===== config.mk =====
export PLATFORM = sky130hd
export DESIGN_NAME = bsg_downstream_in
export DESIGN_NICKNAME = d
export VERILOG_FILES = /design/src/rtl/bsg_link_pkg.sv /design/src/rtl/bsg_downstream_fifo.sv /design/src/rtl/bsg_downstream_in.sv
export SDC_FILE = /design/constraint.sdc
export NUM_CORES = 1
export LEC_CHECK = 0
export CORE_MARGIN = 10
export CORE_UTILIZATION = 51
export DETAILED_ROUTE_END_ITERATION = 10
export GPL_TIMING_DRIVEN = 0
export PLACE_DENSITY = 0.87
export SYNTH_ARGS = -nofsm -noshare
export SYNTH_HDL_FRONTEND = slang
export SYNTH_SLANG_ARGS = --single-unit

===== constraint.sdc =====
create_clock -name clk -period 3.8 [get_ports clk]
set_input_delay 0.95 -clock clk [delete_from_list [all_inputs] [get_ports clk]]
set_output_delay 0.95 -clock clk [all_outputs]
set_load 0.01 [all_outputs]

===== src/rtl/bsg_link_pkg.sv =====
// Shared link definitions: beats per word, byte-lane map and word type.
package bsg_link_pkg;

  localparam int BEATS_PER_WORD = 4;

  // Indexed by beat number; entry is the destination byte lane for each channel.
  localparam logic [3:0][2:0] LANE_CH0 = {3'd5, 3'd4, 3'd1, 3'd0};
  localparam logic [3:0][2:0] LANE_CH1 = {3'd7, 3'd6, 3'd3, 3'd2};

  typedef logic [63:0] link_word_t;

endpackage


===== src/rtl/bsg_downstream_fifo.sv =====
// Word FIFO between link assembly and core; data output reads 0 when empty.
module bsg_downstream_fifo #(
  parameter int DEPTH = 2,
  parameter int WIDTH = 64
) (
  input  logic             clk,
  input  logic             rst,
  input  logic             push_i,
  input  logic [WIDTH-1:0] data_i,
  output logic             ready_o,
  input  logic             pop_i,
  output logic             valid_o,
  output logic [WIDTH-1:0] data_o
);

  localparam int PTR_W = (DEPTH > 1) ? $clog2(DEPTH) : 1;
  localparam int CNT_W = $clog2(DEPTH + 1);

  logic [WIDTH-1:0] mem_q [DEPTH];
  logic [PTR_W-1:0] wr_q, wr_d, rd_q, rd_d;
  logic [CNT_W-1:0] cnt_q, cnt_d;
  logic             do_push, do_pop;

  function automatic logic [PTR_W-1:0] ptr_inc(input logic [PTR_W-1:0] p);
    return (p == PTR_W'(DEPTH - 1)) ? '0 : p + PTR_W'(1);
  endfunction

  assign ready_o = (cnt_q != CNT_W'(DEPTH));
  assign valid_o = (cnt_q != '0);
  assign do_push = push_i & ready_o;
  assign do_pop  = pop_i & valid_o;
  assign data_o  = valid_o ? mem_q[rd_q] : '0;

  always_comb begin
    wr_d  = do_push ? ptr_inc(wr_q) : wr_q;
    rd_d  = do_pop ? ptr_inc(rd_q) : rd_q;
    cnt_d = cnt_q;
    if (do_push && !do_pop)      cnt_d = cnt_q + CNT_W'(1);
    else if (!do_push && do_pop) cnt_d = cnt_q - CNT_W'(1);
  end

  always_ff @(posedge clk or posedge rst) begin
    if (rst) begin
      wr_q  <= '0;
      rd_q  <= '0;
      cnt_q <= '0;
    end else begin
      wr_q  <= wr_d;
      rd_q  <= rd_d;
      cnt_q <= cnt_d;
    end
  end

  always_ff @(posedge clk) begin
    if (do_push) mem_q[wr_q] <= data_i;
  end

endmodule


===== src/rtl/bsg_downstream_in.sv =====
// Link-to-core word assembler: four 2-byte beats form one 64-bit word.
// Optional link parity checking is built when BSG_DOWNSTREAM_IN_PARITY_EN is defined.
//
// beat | lanes filled (ch0, ch1)
// 0    | byte0, byte2
// 1    | byte1, byte3
// 2    | byte4, byte6
// 3    | byte5, byte7, word pushed
module bsg_downstream_in
  import bsg_link_pkg::*;
#(
  parameter int FIFO_DEPTH = 2
) (
  input  logic        clk,
  input  logic        rst,
  input  logic        io_valid_in,
  input  logic [7:0]  io_data_in_ch0,
  input  logic [7:0]  io_data_in_ch1,
  output logic        io_ready_out,
  output logic        core_valid_out,
  output logic [63:0] core_data_out,
  input  logic        core_ready_in
`ifdef BSG_DOWNSTREAM_IN_PARITY_EN
  ,input  logic [1:0] io_parity_in
  ,output logic       err_sticky
`endif
);

  logic [1:0] beat_q, beat_d;
  link_word_t word_q, word_d;
  logic       fifo_ready;
  logic       accept;
  logic       push;

  assign io_ready_out = fifo_ready;
  assign accept       = io_valid_in & fifo_ready;
  assign push         = accept && (beat_q == 2'(BEATS_PER_WORD - 1));

  // The completed word goes to the FIFO straight from word_d so it lands on the beat3 edge.
  always_comb begin
    beat_d = beat_q;
    word_d = word_q;
    if (accept) begin
      beat_d = beat_q + 2'd1;
      word_d[{LANE_CH0[beat_q], 3'b000} +: 8] = io_data_in_ch0;
      word_d[{LANE_CH1[beat_q], 3'b000} +: 8] = io_data_in_ch1;
    end
  end

  always_ff @(posedge clk or posedge rst) begin
    if (rst) begin
      beat_q <= '0;
      word_q <= '0;
    end else begin
      beat_q <= beat_d;
      word_q <= word_d;
    end
  end

  bsg_downstream_fifo #(
    .DEPTH(FIFO_DEPTH),
    .WIDTH(64)
  ) u_fifo (
    .clk    (clk),
    .rst    (rst),
    .push_i (push),
    .data_i (word_d),
    .ready_o(fifo_ready),
    .pop_i  (core_ready_in),
    .valid_o(core_valid_out),
    .data_o (core_data_out)
  );

`ifdef BSG_DOWNSTREAM_IN_PARITY_EN
  logic err_q;
  logic par_bad;

  // Odd parity: data plus parity bit must hold an odd number of ones.
  assign par_bad = ~(^{io_data_in_ch0, io_parity_in[0]}) |
                   ~(^{io_data_in_ch1, io_parity_in[1]});

  always_ff @(posedge clk or posedge rst) begin
    if (rst)                    err_q <= 1'b0;
    else if (accept && par_bad) err_q <= 1'b1;
  end

  assign err_sticky = err_q;
`endif

endmodule


==> reports/qor.csv <==
stage;metric;value;unit
power_and_ir_drop;swShare;33.1;%
placement;place_area;0.00907;mm²
power_and_ir_drop;combPwrFrac;38.0;%
drt;via_count;4713;
grt;grt_overflow_total;0;
sta;max_slew_margin;27.3;%
drt;firstDrtPassIters;5;
grt;antenna_found_initial;1;
logic_synthesis;synthTopCellsByArea;edfxtp_1, dfrtp_1, mux2i_1;
drt;drt_iter0_markers;422;
grt;grt_pass1_wl;27.5;mm
clock_tree;cts-root-buf;clkbuf_16;
placement;hpwl;11.5;mm
cells_and_area;antenna_cells;0;
grt;groute.usage.overall;17.4;%
floorplan;floorplan.initialDensity;52.0;%
worst_setup_path;crit_arrival;2.54;ns
floorplan;rows;45;
drt;wl;17.8;mm
placement;dpl.cell_count;825;
sta;finalClockSkew;0.00778;ns
cells_and_area;area_delta_synth_final;22.6;%
sta;tightestPinTransition;1.09;ns
grt;grt_pass1_vias;4924;
clock_tree;postCtsSetupBuffers;0;
logic_synthesis;synthMuxAreaShare;13.4;%
worst_setup_path;max_stage_delay;0.52;ns
logic_synthesis;ys.flop_type;edfxtp_1;
clock_tree;cts_tree;built;
worst_setup_path;crit_slowest_cell;clkdlybuf4s50_1;
logic_synthesis;synth_xor_area_share;0.665;%
flow_run;drv_cap;0;
logic_synthesis;synth_top_family_by_area;multiplexers;
logic_synthesis;netlist.area_leader.share;48.6;%
clock_tree;h-tree-depth;4;
clock_tree;hold_buffers;0;
cells_and_area;fillers;1051;
outcome;status;completed;
sta;setup_viol;0;
drt;viasPerCell;5.50;
sta;slew_viol_final;0;
sta;fin_crit;3.49;ns
logic_synthesis;synth-seq-cells;198;
sta;rsz0062_at_grt;false;
logic_synthesis;synthAdderAreaFrac;0.950;%
clock_tree;clkLatencyLatePin;0.43;ns
clock_tree;cts.repair.resized;0;
logic_synthesis;synth_simple_gate_area_share;7.66;%
logic_synthesis;yosysSeqAreaShare;70.8;%
sta;clock.fmax;287;MHz
sta;fin_crit_sh;91.7;%
grt;grt_start_max_net_pins;71;
power_and_ir_drop;leakagePower;4.06;nW
cells_and_area;drive_above_1_share;10.0;%
worst_setup_path;cpLargestDelayFamily;buffers and inverters;
logic_synthesis;async_flop_share;35.4;%
power_and_ir_drop;clkPwrFrac;23.5;%
power_and_ir_drop;power_per_cell_area;834;mW/mm²
logic_synthesis;synthTopCellsByCount;edfxtp_1, mux2i_1, dfrtp_1;
cells_and_area;finalNonFillerCells;857;
worst_setup_path;path_cells;nor2_1 > clkbuf_2 > buf_1 > nor2_1 > clkdlybuf4s50_1;
power_and_ir_drop;p_seq_share;38.4;%
worst_setup_path;path_class;reg -> out;
floorplan;boundaryPins;86;
cells_and_area;fin_nets;682;
drt;detail-route-antenna-nets;0;
floorplan;coreArea;0.0152;mm²
clock_tree;cts_max_path_buffers;2;
logic_synthesis;synth_compound_area_share;2.91;%
worst_setup_path;crit_path_end_kind;output pin;
worst_setup_path;path_buf_inv;3;
logic_synthesis;synth_edf_count;128;
sta;finalSetupTns;0;ns
worst_setup_path;cp_common_cell;nor2_1;
logic_synthesis;synth_cell_type_count;31;
logic_synthesis;synth_area_per_cell;14.4;µm²
logic_synthesis;syn_area;0.00791;mm²
power_and_ir_drop;p_switching;0.00267;W
clock_tree;cts_made_buffers;17;
floorplan;die_area;0.0209;mm²
floorplan;die_h;145;µm
placement;dp_slack;0.596;ns
logic_synthesis;synth_warnings;0;
logic_synthesis;synth_nets;576;
power_and_ir_drop;peakVddDrop;0.432;mV
worst_setup_path;setup.worst_path.start_class;register;
hold_path;holdCritPathClass;reg -> reg;
logic_synthesis;synth_most_common_cell;edfxtp_1;
worst_setup_path;cp_max_fo;10;
placement;portBuffers;84;
sta;finalHoldViolations;0;
sta;final.setup.worst_slack;0.314;ns
drt;routedWlPerCell;20.7;µm
drt;drc;0;
logic_synthesis;post-synth-top-area-cell;edfxtp_1;
placement;gp_congestion;0.842;
power_and_ir_drop;intPower;0.00541;W
clock_tree;cts_sinks;198;
worst_setup_path;required;2.85;ns
cells_and_area;fin_area;0.00969;mm²
sta;whs;0.517;ns
clock_tree;clk_pin_slew;0.07;ns
logic_synthesis;syn_inst;550;
floorplan;die_x;145;µm
[power by group through the flow]
stage | clock [W] | combinational, W | sequential (W)
6_report | 0.00190 | 0.00307 | 0.00310
5_1_grt | 0.00200 | 0.00333 | 0.00314
4_1_cts | 0.00191 | 0.00310 | 0.00310
3_5_place_dp | 0 | 0.00305 | 0.00313
3_3_place_gp | 0 | 0.00292 | 0.00313
2_1_floorplan | 0 | 0.00173 | 0.00309
[logic make-up after synthesis]
family	Yosys count
flops	198
simple gates	136
fa+ha+maj	6
mux	105
buf+inv	67
compound gates	32
xor+xnor	6
[worst register-to-register path: stages (launching register included)]
cell and delay (ns):
dfrtp_1 0.39, buf_2 0.24, clkbuf_1 0.34, inv_1 0.15
ha_1 0.41, nor3b_1 0.90, nand2_1 0.14, mux2i_1 0.30
[final cells by class]
class	instances	area, µm²	area share (%)
Buffer	28	139	1.43
Clock buffer	19	433	4.47
Clock inverter	13	190	1.96
Inverter	39	149	1.54
Multi-Input combinational cell	285	2040	21.1
Sequential cell	198	5600	57.7
Tap cell	188	235	2.43
Timing Repair Buffer	87	908	9.37
[cells in the final DEF, fill, tap and decap left out, types with 4 or more instances in the layout]
cell and instances:
a22o_1 8, a32o_1 8, and3_1 9, buf_1 8, buf_2 11, bufinv_16 4, clkbuf_1 7, clkbuf_16 17
clkdlybuf4s50_1 84, dfrtp_1 70, edfxtp_1 128, ha_1 6, inv_1 37, inv_6 5, mux2_2 9, mux2i_1 96
nand2_1 43, nand3_1 4, nor2_1 66, o21ai_0 16, xnor2_1 4
[routing by layer]
layer / wire length, µm / track usage [%] / vias to the layer above
met5: 13 / 0 / -
met4: 330 / 6.17 / 2
met3: 1130 / 4.89 / 30
met2: 9060 / 29.1 / 165
met1: 7230 / 21.0 / 2379
li1: - / - / 2137
[stage by stage]
stage / total power (W) / util (%)
floorplan: 0.00482 / -
global placement: 0.00604 / 59.1
CTS: 0.00810 / 63.7
finish: 0.00808 / 63.7
global route: 0.00847 / 63.7
detailed placement: 0.00618 / 59.6
[sequential cells by signal, indices dropped and copies added (netlist names)]
register	flops
word_q	64
u_fifo.cnt_q	2
u_fifo.mem_q	128
u_fifo.rd_q	1
u_fifo.wr_q	1
beat_q	2
[worst paths after layout]
| path | startpoint | end | slack, ns | cells after the start |
|---|---|---|---|---|
| worst max-delay path | u_fifo.cnt_q[0] | core_data_out[38] | 0.31 | 5 |
| worst min-delay path | u_fifo.cnt_q[1] | u_fifo.cnt_q[1] | 0.52 | 1 |
| worst max register to register | beat_q[0] | u_fifo.mem_q[0][5] | 0.72 | 7 |
| worst min register to register | u_fifo.cnt_q[1] | u_fifo.cnt_q[1] | 0.52 | 1 |
| max in group asynchronous | rst | word_q[23] | 2.13 | 2 |
| min in group asynchronous | rst | word_q[15] | 1.07 | 2 |
Note: power is estimated with default switching activity, not from simulation.
